==> config.mk <==
export PLATFORM = sky130hd
export DESIGN_NAME = icap_ctl
export DESIGN_NICKNAME = d
export VERILOG_FILES = /design/src/rtl/icap_pkg.sv /design/src/rtl/icap_prim.sv /design/src/rtl/icap_ctl.sv
export SDC_FILE = /design/constraint.sdc
export NUM_CORES = 1
export LEC_CHECK = 0
export ABC_CLOCK_PERIOD_IN_PS = 5300
export BUFFER_PORTS_ARGS = -buffer_cell sky130_fd_sc_hd__buf_2
export CORE_ASPECT_RATIO = 0.8
export CORE_MARGIN = 10
export CORE_UTILIZATION = 58
export CTS_CLUSTER_DIAMETER = 200
export DETAILED_ROUTE_END_ITERATION = 8
export PLACE_DENSITY = 0.89
export SKIP_CTS_REPAIR_TIMING = 1
export SLEW_MARGIN = 10
export SYNTH_ARGS = -nofsm -noshare
export SYNTH_HDL_FRONTEND = slang
export SYNTH_SLANG_ARGS = --single-unit
==> constraint.sdc <==
create_clock -name c -period 5.3 [get_ports c]
set_clock_uncertainty 0.2 [all_clocks]
set_input_delay 1.06 -clock c [delete_from_list [all_inputs] [get_ports c]]
set_output_delay 1.06 -clock c [all_outputs]
set_load 0.005 [all_outputs]
==> src/rtl/icap_pkg.sv <==
// icap_pkg: shared types and helpers for the ICAPE2 controller.
// Holds the controller state encoding, parameter legality checks and the
// per-byte bit reversal that the ICAP data buses require.
package icap_pkg;

  typedef enum logic [2:0] {
    IDLE    = 3'd0,
    WR      = 3'd1,
    TURN_RD = 3'd2,
    RD      = 3'd3,
    DRAIN   = 3'd4,
    TURN_WR = 3'd5
  } icap_state_e;

  // ICAPE2 only supports 8, 16 and 32 bit buses.
  function automatic logic icap_width_ok(input int width);
    return (width == 8) || (width == 16) || (width == 32);
  endfunction

  // FIFO depth must be a power of two between 4 and 1024.
  function automatic logic fifo_depth_ok(input int depth);
    return (depth >= 4) && (depth <= 1024) && ((depth & (depth - 1)) == 0);
  endfunction

  // ICAP carries each byte bit-reversed in place: x[7:0] -> y[0:7] etc.
  function automatic logic [31:0] byte_bitrev(input logic [31:0] x);
    logic [31:0] y;
    y = 32'd0;
    for (int b = 0; b < 4; b++) begin
      for (int k = 0; k < 8; k++) begin
        y[8*b + k] = x[8*b + 7 - k];
      end
    end
    return y;
  endfunction

endpackage

==> src/rtl/icap_prim.sv <==
// icap_prim: wrapper around the ICAPE2 configuration primitive.
// With ICAP_PRIM_UNISIM defined the real Xilinx ICAPE2 is instantiated.
// Otherwise a behavioural stand-in is built: each read cycle (csib=0,
// rdwrb=1) returns, RD_LAT clocks later on o, the word
// 0x01020304 + n*0x04040404 (n = read index since csib was last high),
// presented in ICAP byte-bit-reversed order. Write words are absorbed.
module icap_prim import icap_pkg::*; #(
  parameter int ICAP_WIDTH = 32,
  parameter int RD_LAT     = 3
) (
  input  logic                  c,
  input  logic                  csib,
  input  logic                  rdwrb,
  input  logic [ICAP_WIDTH-1:0] i,
  output logic [ICAP_WIDTH-1:0] o
);

`ifdef ICAP_PRIM_UNISIM

  localparam string WIDTH_ATTR = (ICAP_WIDTH == 8)  ? "X8"  :
                                 (ICAP_WIDTH == 16) ? "X16" : "X32";

  logic [31:0] i_full_s;
  logic [31:0] o_full_s;

  // Zero-extend the narrow write bus onto the 32-bit primitive port.
  always_comb begin
    i_full_s                 = 32'd0;
    i_full_s[ICAP_WIDTH-1:0] = i;
  end

  ICAPE2 #(
    .ICAP_WIDTH (WIDTH_ATTR)
  ) u_icape2 (
    .CLK   (c),
    .CSIB  (csib),
    .RDWRB (rdwrb),
    .I     (i_full_s),
    .O     (o_full_s)
  );

  assign o = o_full_s[ICAP_WIDTH-1:0];

`else

  logic [15:0]           k_r;
  logic [31:0]           pat_s;
  logic [31:0]           pat_rev_s;
  logic                  rd_s;
  logic [ICAP_WIDTH-1:0] d_r [RD_LAT];
  logic                  unused_s;

  assign rd_s      = !csib && rdwrb;
  assign pat_s     = 32'h0102_0304 + (32'h0404_0404 * {16'd0, k_r});
  assign pat_rev_s = byte_bitrev(pat_s);
  assign unused_s  = ^i;

  // Read index: restarts whenever the port is deselected.
  always_ff @(posedge c) begin
    if (csib) begin
      k_r <= 16'd0;
    end else if (rdwrb) begin
      k_r <= k_r + 16'd1;
    end else begin
      k_r <= k_r;
    end
  end

  // Read latency pipeline feeding o.
  always_ff @(posedge c) begin
    d_r[0] <= rd_s ? pat_rev_s[ICAP_WIDTH-1:0] : {ICAP_WIDTH{1'b0}};
    for (int k = 1; k < RD_LAT; k++) begin
      d_r[k] <= d_r[k-1];
    end
  end

  assign o = d_r[RD_LAT-1];

`endif

endmodule

==> src/rtl/icap_ctl.sv <==
// icap_ctl: buffered controller for the 7-series ICAPE2 port.
// Configuration words are queued in a first-word-fall-through FIFO and
// streamed into ICAP at one word per clock; readback bursts are run on
// request and the returned words handed back with rd_valid strobes.
// Optional build macro ICAP_WRCOUNT_EN adds the wr_count output that
// counts words delivered to ICAP.
module icap_ctl import icap_pkg::*; #(
  parameter int ICAP_WIDTH = 32,
  parameter int FIFO_DEPTH = 16,
  parameter int RD_LAT     = 3
) (
  input  logic        c,
  input  logic        r,
  input  logic        w,
  input  logic [31:0] i,
  output logic        full,
  output logic        ovf,
  input  logic        rd_req,
  input  logic [15:0] rd_len,
  output logic [31:0] rd_data,
  output logic        rd_valid,
  output logic        busy,
  output logic        done
`ifdef ICAP_WRCOUNT_EN
  ,
  output logic [31:0] wr_count
`endif
);

  localparam int          AW         = $clog2(FIFO_DEPTH);
  localparam logic [AW:0] FULL_CNT   = (AW+1)'(FIFO_DEPTH);
  localparam logic [AW:0] ONE_CNT    = (AW+1)'(1);
  localparam logic [15:0] DRAIN_LOAD = 16'(RD_LAT - 1);

  if (!icap_width_ok(ICAP_WIDTH) || !fifo_depth_ok(FIFO_DEPTH) || (RD_LAT < 1)) begin : g_bad_param
    $error("icap_ctl: illegal ICAP_WIDTH, FIFO_DEPTH or RD_LAT");
  end

  // FIFO storage and bookkeeping
  logic [31:0]           mem_r [FIFO_DEPTH];
  logic [AW-1:0]         wr_ptr_r;
  logic [AW-1:0]         rd_ptr_r;
  logic [AW:0]           count_r;
  logic                  empty_s;
  logic                  full_s;
  logic                  push_s;
  logic                  pop_s;
  logic [31:0]           head_s;
  logic [31:0]           head_rev_s;

  // Sequencer
  icap_state_e           state_r;
  icap_state_e           state_s;
  logic [15:0]           cnt_r;
  logic                  rdwrb_r;
  logic                  csib_s;
  logic                  rd_accept_s;
  logic                  rd_cycle_s;

  // ICAP data and readback capture
  logic [ICAP_WIDTH-1:0] icap_i_s;
  logic [ICAP_WIDTH-1:0] icap_o_s;
  logic [31:0]           o_ext_s;
  logic [RD_LAT-1:0]     rd_pipe_r;
  logic [31:0]           rd_data_r;
  logic                  rd_valid_r;
  logic                  ovf_r;
  logic                  done_r;

  assign empty_s     = (count_r == {(AW+1){1'b0}});
  assign full_s      = (count_r == FULL_CNT);
  assign push_s      = w && !full_s;
  assign pop_s       = (state_r == WR) && !empty_s;
  assign head_s      = mem_r[rd_ptr_r];
  assign head_rev_s  = byte_bitrev(head_s);
  assign rd_accept_s = (state_r == IDLE) && empty_s && rd_req;
  assign rd_cycle_s  = (state_r == RD);

  // FIFO storage write; contents need no reset since count_r gates reads.
  always_ff @(posedge c) begin
    if (push_s) begin
      mem_r[wr_ptr_r] <= i;
    end
  end

  // FIFO pointers and occupancy.
  always_ff @(posedge c) begin
    if (r) begin
      wr_ptr_r <= {AW{1'b0}};
      rd_ptr_r <= {AW{1'b0}};
      count_r  <= {(AW+1){1'b0}};
    end else begin
      if (push_s) begin
        wr_ptr_r <= wr_ptr_r + AW'(1);
      end
      if (pop_s) begin
        rd_ptr_r <= rd_ptr_r + AW'(1);
      end
      case ({push_s, pop_s})
        2'b10:   count_r <= count_r + ONE_CNT;
        2'b01:   count_r <= count_r - ONE_CNT;
        default: count_r <= count_r;
      endcase
    end
  end

  // Sticky overflow: a write strobe while full is lost, even if a pop frees a slot.
  always_ff @(posedge c) begin
    if (r) begin
      ovf_r <= 1'b0;
    end else begin
      ovf_r <= ovf_r || (w && full_s);
    end
  end

  // Next-state logic; WR leaves as the last queued word is sent.
  always_comb begin
    state_s = state_r;
    case (state_r)
      IDLE: begin
        if (!empty_s) begin
          state_s = WR;
        end else if (rd_req) begin
          state_s = TURN_RD;
        end else begin
          state_s = IDLE;
        end
      end
      WR: begin
        if (empty_s) begin
          state_s = IDLE;
        end else if ((count_r == ONE_CNT) && !push_s) begin
          state_s = IDLE;
        end else begin
          state_s = WR;
        end
      end
      TURN_RD: begin
        if (cnt_r == 16'd0) begin
          state_s = DRAIN;
        end else begin
          state_s = RD;
        end
      end
      RD: begin
        if (cnt_r == 16'd1) begin
          state_s = DRAIN;
        end else begin
          state_s = RD;
        end
      end
      DRAIN: begin
        if (cnt_r == 16'd0) begin
          state_s = TURN_WR;
        end else begin
          state_s = DRAIN;
        end
      end
      TURN_WR: state_s = IDLE;
      default: state_s = IDLE;
    endcase
  end

  // State register.
  always_ff @(posedge c) begin
    if (r) begin
      state_r <= IDLE;
    end else begin
      state_r <= state_s;
    end
  end

  // Shared down-counter: read length in RD, then the drain wait in DRAIN.
  always_ff @(posedge c) begin
    if (r) begin
      cnt_r <= 16'd0;
    end else begin
      case (state_r)
        IDLE:    cnt_r <= rd_accept_s ? rd_len : cnt_r;
        TURN_RD: cnt_r <= (cnt_r == 16'd0) ? DRAIN_LOAD : cnt_r;
        RD:      cnt_r <= (cnt_r == 16'd1) ? DRAIN_LOAD : (cnt_r - 16'd1);
        DRAIN:   cnt_r <= (cnt_r == 16'd0) ? cnt_r : (cnt_r - 16'd1);
        default: cnt_r <= cnt_r;
      endcase
    end
  end

  // RDWRB only moves in the turnaround states, where CSIB is high.
  always_ff @(posedge c) begin
    if (r) begin
      rdwrb_r <= 1'b0;
    end else begin
      case (state_r)
        TURN_RD: rdwrb_r <= 1'b1;
        TURN_WR: rdwrb_r <= 1'b0;
        default: rdwrb_r <= rdwrb_r;
      endcase
    end
  end

  // Chip select and write data driven from the current state and FIFO head.
  always_comb begin
    csib_s   = 1'b1;
    icap_i_s = {ICAP_WIDTH{1'b0}};
    case (state_r)
      WR: begin
        if (!empty_s) begin
          csib_s   = 1'b0;
          icap_i_s = head_rev_s[ICAP_WIDTH-1:0];
        end else begin
          csib_s   = 1'b1;
        end
      end
      RD:      csib_s = 1'b0;
      default: csib_s = 1'b1;
    endcase
  end

  // Zero-extend the primitive read bus to a full word.
  always_comb begin
    o_ext_s                 = 32'd0;
    o_ext_s[ICAP_WIDTH-1:0] = icap_o_s;
  end

  // Read delay line: a tap arrival marks valid data on O, registered into rd_data.
  always_ff @(posedge c) begin
    if (r) begin
      rd_pipe_r  <= {RD_LAT{1'b0}};
      rd_valid_r <= 1'b0;
      rd_data_r  <= 32'd0;
    end else begin
      rd_pipe_r[0] <= rd_cycle_s;
      for (int k = 1; k < RD_LAT; k++) begin
        rd_pipe_r[k] <= rd_pipe_r[k-1];
      end
      rd_valid_r <= rd_pipe_r[RD_LAT-1];
      if (rd_pipe_r[RD_LAT-1]) begin
        rd_data_r <= byte_bitrev(o_ext_s);
      end
    end
  end

  // Completion pulse on the first cycle back in IDLE after a readback.
  always_ff @(posedge c) begin
    if (r) begin
      done_r <= 1'b0;
    end else begin
      done_r <= (state_r == TURN_WR);
    end
  end

`ifdef ICAP_WRCOUNT_EN
  logic [31:0] wr_count_r;

  // Words delivered to ICAP; wraps naturally.
  always_ff @(posedge c) begin
    if (r) begin
      wr_count_r <= 32'd0;
    end else if (pop_s) begin
      wr_count_r <= wr_count_r + 32'd1;
    end else begin
      wr_count_r <= wr_count_r;
    end
  end

  assign wr_count = wr_count_r;
`endif

  icap_prim #(
    .ICAP_WIDTH (ICAP_WIDTH),
    .RD_LAT     (RD_LAT)
  ) u_prim (
    .c     (c),
    .csib  (csib_s),
    .rdwrb (rdwrb_r),
    .i     (icap_i_s),
    .o     (icap_o_s)
  );

  assign full     = full_s;
  assign ovf      = ovf_r;
  assign rd_data  = rd_data_r;
  assign rd_valid = rd_valid_r;
  assign busy     = (state_r != IDLE);
  assign done     = done_r;

endmodule

**Yosys cells after proc, flatten, opt, wreduce, memory -nomap -nowiden**

Memory sizes are Yosys's and may differ from the RTL's. A register that Yosys moved wholly into a read port is not among the register bits.
Cells that the tools add are included.

- Register bits: 47
- RAM bits: 96
- Bits of input ports: 52
- Memories: 1

Memory list:

| name | words | bits a word | read ports | clocked after memory_dff | write ports | line | text |
|---|---|---|---|---|---|---|---|
| u_prim.d_r | 3 | 32 | 3 | 1 | 3 | icap_prim.sv:50 | `logic [ICAP_WIDTH-1:0] d_r [RD_LAT];` |

- Add/subtract/negate cells: 5
- Multiply operators: 1
- Eq/ne operators: 13
- Muxes and demuxes: 18
- Reductions and logical operators: 20

Operator list:

| operator | number |
|---|---|
| 16-bit 2-to-1 mux | 4 |
| 16-bit one-hot mux with 4 select lines | 1 |
| 25-bit by 32-bit adder with 32-bit output (first input constant) | 1 |
| 32-bit 2-to-1 mux | 1 |
| 25-bit by 16-bit multiplier with 30-bit output (first input constant) | 1 |
| 16-bit by 1-bit adder with 16-bit output (second input constant) | 1 |
| 16-bit by 1-bit == test with 1-bit output (second input constant) | 1 |
| 16-bit logical NOT | 1 |
| 16-bit by 1-bit subtractor with 16-bit output (second input constant) | 1 |
| 3-bit one-hot mux with 5 select lines | 1 |
| 5-bit one-hot mux with 2 select lines | 1 |
| 1-bit logical AND | 7 |
| 3-bit by 2-bit == test with 1-bit output (second input constant) | 2 |
| 3-bit == test (second input constant) | 2 |
| 3-bit 2-to-1 mux | 2 |
| 2-bit != test (second input constant) | 3 |
| 5-bit by 1-bit adder with 5-bit output (second input constant) | 1 |
| 5-bit by 1-bit == test with 1-bit output (second input constant) | 1 |
| 5-bit == test (second input constant) | 1 |
| 5-bit logical NOT | 1 |
| 5-bit by 1-bit subtractor with 5-bit output (second input constant) | 1 |
| 1-bit logical NOT | 4 |
| 1-bit 2-to-1 mux | 4 |
| 2-bit 2-to-1 mux | 2 |
| other kinds (10) | 12 |

**Depth between registers and ports, before layout**

- Depth after elaboration: 8
- Mapped depth: 14
- Gate-level depth less buffers: 13

**Cells and area by module**

From an unflattened synthesis, not the netlist that was laid out.

- Cell total of the unflattened synthesis: 1601
- Area, all modules: 27543.9 um^2

Modules (own cells, without submodules):

| module | times used | cells each | area an instance (um^2) | seq. area each (um^2) |
|---|---|---|---|---|
| icap_ctl | 1 | 1155 | 22938.2 | 16876.2 |
| icap_prim | 1 | 446 | 4605.7 | 2122.0 |

**Least setup slack after synthesis**

OpenSTA, ideal clock, no wires.

- Kind: register to register
- Start: reg u_prim.k_r[7]
- End: mem u_prim.d_r[0][24]
- Arrival: 3.719 ns
- Required time: 5.029 ns
- Path slack: 1.310 ns
- Stages on the path, launching flop included: 15
- Buffers on the path: 1
- Clock period less this slack: 3.990 ns
- Cells stage by stage: dfxtp_1 ha_1 ha_1 ha_1 ha_1 ha_1 buf_6 a21oi_1 o21ai_1 o21bai_2 xor2_1 nor4b_4 a31oi_4 or4_1 a21oi_1

RTL lines:

| item | line | text |
|---|---|---|
| from (decl) | icap_prim.sv:46 | `logic [15:0] k_r;` |
| from (signal assigned) | icap_prim.sv:63 | `k_r <= k_r + 16'd1;` |
| from (signal assigned) | icap_prim.sv:65 | `k_r <= k_r;` |
| to (decl) | icap_prim.sv:50 |  |

==> flow_results.org <==
** Status
- Outcome :: completed

** Critical path
- On the worst path, the slowest cell contributes a delay of between 0.5 and 0.6 ns.
- The critical path in this run is classified as reg2reg.
- Worst-case register-to-register setup slack :: between 0.6 and 0.7 ns
- Number of logic stages on the critical path including buffering :: 12
- Along the worst path, the maximum fanout reaches 11.
- Walking the worst path, the cells encountered are ha_1, ha_1, ha_1, ha_1, and3_1, a221oi_2, o21bai_2, xor2_1, nor4b_4, a31oi_4, or4_1, a21oi_1.
- Reg2reg path depth :: 12
- By instance count, the cell type seen most on the critical path is sky130_fd_sc_hd__ha_1.
- Crit start category :: register
- Critical path capture point type :: register
- Broken down by cell family, the worst path's largest delay share belongs to adder cells.
- Worst reg2reg endpoint :: u_prim.d_r[0][24]$_SDFF_PN0_
- For the worst setup path, the data arrival time is around 4.8 ns.
- At the worst endpoint, the required time is roughly 5.4 ns.
- Reg2Reg Launch Point :: u_prim.k_r[4]$_SDFFE_PP0P_
- The slowest stage of the critical path belongs to the cell sky130_fd_sc_hd__or4_1.
- Buf+Inv Stages, Crit Path :: 0

** Finish
- Fill cells in the final layout number slightly below 800.
- From synthesis to final layout, the design area changed by 13.1%.
- Share of final-layout standard cells stronger than drive strength 1 :: 0.142
- The repair_antennas step left the layout with diodes totalling 0.
- Non-filler cells, final :: just over 900
- At the end of the flow, the number of nets in the layout was 859.

** STA
- Relative slew margins :: 0.175
- Unrepaired setup endpoints after global routing :: false
- Pin slew with the least headroom to its limit :: 1.24 ns
- Min Clock Period, post-route :: between 4 and 5 ns
- Timing would allow up to 216 MHz.
- Final hold violation count :: 0
- In the final timing run, aggregate negative setup slack is 0 ns.
- Worst-case setup margin in the final layout :: around 0.66 ns
- Dividing the final minimum period by the clock period gives 0.875.
- The max-slew violation total from the final report was 0.
- Setup violations remaining at the end of the flow were counted as 0.
- Worst-case hold slack :: 0.118 ns

** Floorplanning
- The total area inside the core boundary comes to around 12,000 um^2.
- Total number of placement rows :: 35
- Chip Height :: about 120 um
- Count of pins on the block boundary :: between 80 and 90
- Effective utilization at floorplan :: 0.601
- Die area :: 16,900 um^2
- Horiz. Die Dim :: roughly 140 um

** Place
- DP Cell Count :: around 900
- OpenSTA, run right after detailed placement, puts the worst setup slack at approximately 0.8 ns.
- Last weighted congestion value of the routability-driven placer :: approximately 0.89
- Detailed-placement wirelength estimate :: 10,300 um
- IO buf count :: 54

** Detailed routing
- For this run, the detailed router's first-pass iteration total came to 5.
- Via Count :: roughly 5,500
- In the final routed layout, each cell accounts on average for between 15 and 20 um.
- Antenna-violating nets left :: 0
- Total detailed-routing wirelength :: ~15,000 um
- Dividing the detail-routed via count by the number of cells gives approximately 6.
- Iteration-0 DRC count of the detailed router :: 552
- For this run, design rule violations remaining after detail routing come to 0.

** Power and ir drop
- Leakage power :: approximately 3.3 nW
- Summed over all nets, the switching power comes to approximately 1.2 mW.
- Worst ir drop on vdd :: between 0.0002 and 0.00025 V
- The internal portion of the total power is 2.37 mW.
- Of the total power, combinational logic draws 0.231.
- The share of total power dissipated in sequential elements is 0.411.
- The share of total power dissipated in the clock network is 0.358.
- Dividing total power by cell area gives a power density of 451 nW/um^2.
- Of the total power, the share spent switching nets is 0.337.

** Global routing
- The initial antenna violation count is 0.
- For this run, the total global-route usage over all layers was measured as 0.183.
- Entering global routing, the biggest net connects 62 pins.
- The first global-routing pass estimated between 20,000 and 30,000 um of wire.
- The via count of the first global-routing pass was 5,360.
- Summed over all layers, the global routing overflow is 0.

** Logic synthesis
- Register area share after synthesis :: 0.477
- Mean cell area of the mapped netlist :: just under 10 um^2
- Post-synthesis cell area :: 7000 um^2
- Post-synth EDFFs :: 0
- Largest area contributor in the synthesized netlist :: sky130_fd_sc_hd__dfxtp_1
- Synthesis warning total :: 0
- Count of different cell masters after synthesis :: between 60 and 70
- After synthesis, the most frequently instantiated cells are sky130_fd_sc_hd__dfxtp_1 (167), sky130_fd_sc_hd__nor2_1 (105), sky130_fd_sc_hd__nand2_1 (44), sky130_fd_sc_hd__a21oi_1 (43), sky130_fd_sc_hd__ha_1 (43).
- In the synthesized netlist the async set-or-reset flop fraction comes to 0.
- Most instantiated library cell after synthesis :: sky130_fd_sc_hd__dfxtp_1
- Share of the synthesized area in the top cell type :: 0.477
- Synthesis produced a netlist whose cell count is 724.
- Main synth FF type :: sky130_fd_sc_hd__dfxtp_1
- Flip-flop and latch count after synthesis :: 167
- By area the synthesized netlist is led by sky130_fd_sc_hd__dfxtp_1 (48%), sky130_fd_sc_hd__ha_1 (7.7%), sky130_fd_sc_hd__nor2_1 (5.6%), sky130_fd_sc_hd__mux2i_1 (5.0%), sky130_fd_sc_hd__xor2_1 (3.3%).

** Clock network
- Largest buffer count on any clock path :: 2
- TritonCTS Sinks :: ~170
- Counting the buffers created by CTS gives 17.
- Root buf cell :: sky130_fd_sc_hd__clkbuf_16
- Number of levels the H-tree was split into :: 4
- TritonCTS built the clock tree.
- Clock-pin slew reported for the worst setup and hold paths after clock tree synthesis :: 0.07 ns
- Clk Latency, worst-skew pair :: between 0.4 and 0.5 ns

** Worst hold path
- The startpoint identified for the worst hold timing path is u_prim.d_r[1][29]$_DFF_P_.
- Along the worst hold path, the cell count comes to 0.
- Hold path endpoint :: u_prim.d_r[2][29]$_DFF_P_
- Hold Path Class :: reg2reg

** Run
- Number of violations of the max-capacitance limit :: 0
-- area by class of cell --
cell class / instances / area (um^2) / share of cell area
tap: 148 / 185 / 0.0234
clock inverter: 15 / 204 / 0.0257
clock buffer: 17 / 425 / 0.0537
sequential: 167 / 3340 / 0.422
multi-input combinational: 508 / 3430 / 0.433
timing repair buffer: 55 / 278 / 0.0351
inverter: 15 / 56.3 / 0.00711
-- layout by cell type (no fill, tap or decap), types with 17 or more instances in the layout --
cell / n
sky130_fd_sc_hd__nor2_1: 105
sky130_fd_sc_hd__mux2i_1: 35
sky130_fd_sc_hd__xnor2_1: 23
sky130_fd_sc_hd__ha_1: 43
sky130_fd_sc_hd__dfxtp_1: 166
sky130_fd_sc_hd__nand2_1: 44
sky130_fd_sc_hd__nand3_1: 17
sky130_fd_sc_hd__o21ai_0: 29
sky130_fd_sc_hd__a21oi_1: 43
sky130_fd_sc_hd__clkbuf_16: 17
sky130_fd_sc_hd__xor2_1: 26
sky130_fd_sc_hd__buf_2: 54
-- flip-flops by register name, summed over array words and instances (netlist names) --
register    cells
cnt_r          16
rd_data        30
done            1
state_r         3
count_r         5
rd_valid        1
rd_pipe_r       3
u_prim.d_r     90
u_prim.k_r     16
rdwrb_r         1
ovf             1
-- how the worst max path moves through the flow --
stage | startpoint | end | slack [ns]
5_1_grt | u_prim.k_r[6]$_SDFFE_PP0P_ | u_prim.d_r[0][24]$_SDFF_PN0_ | 0.48
4_1_cts | u_prim.k_r[4]$_SDFFE_PP0P_ | u_prim.d_r[0][24]$_SDFF_PN0_ | 0.73
2_1_floorplan | u_prim.k_r[7]$_SDFFE_PP0P_ | u_prim.d_r[0][24]$_SDFF_PN0_ | 1.31
6_report | u_prim.k_r[4]$_SDFFE_PP0P_ | u_prim.d_r[0][24]$_SDFF_PN0_ | 0.66
3_3_place_gp | u_prim.k_r[4]$_SDFFE_PP0P_ | u_prim.d_r[0][24]$_SDFF_PN0_ | 0.88
3_5_place_dp | u_prim.k_r[4]$_SDFFE_PP0P_ | u_prim.d_r[0][24]$_SDFF_PN0_ | 0.80
-- power groups by stage --
stage               Clock, mW  Sequential (mW)  Combinational [mW]
floorplan                   0             1.44               0.650
global placement            0             1.48               0.743
detailed placement          0             1.49               0.786
CTS                      1.29             1.46               0.804
global route             1.35             1.48               0.906
finish                   1.28             1.47               0.826
-- per-stage QoR --
stage                     power (mW)  instance area (um^2)   util
after floorplan                 2.09                  7010      -
after global placement          2.22                  7290  0.626
after detailed placement        2.27                  7290  0.626
after CTS                       3.56                  7920  0.680
after global routing            3.74                  7920  0.680
final                           3.57                  7920  0.680
-- routing by layer --
metal  wire length, um  global-route usage  up-vias  share of wire
met3              1310              0.0644       37          0.085
li1                  -                   -     2605              -
met1              6410               0.221     2564           0.42
met4               278              0.0605        0          0.018
met2              7340               0.296      252           0.48
met5                 0                   0        -              0
-- cell families (layout without fill, tap and decap cells) --
group | Yosys count | count (layout) | synth area share
xor gates and xnor gates | 53 | 53 | 0.0706
and+or+nand+nor | 242 | 242 | 0.163
AOI/OAI and AO/OA | 132 | 132 | 0.126
other | 1 | 2 | 0.000535
buffers and inverters | 50 | 102 | 0.0336
DFF | 167 | 167 | 0.477
adders and majority gates | 43 | 43 | 0.0768
muxes | 36 | 36 | 0.0516
Power figures use the tool's default switching activity.
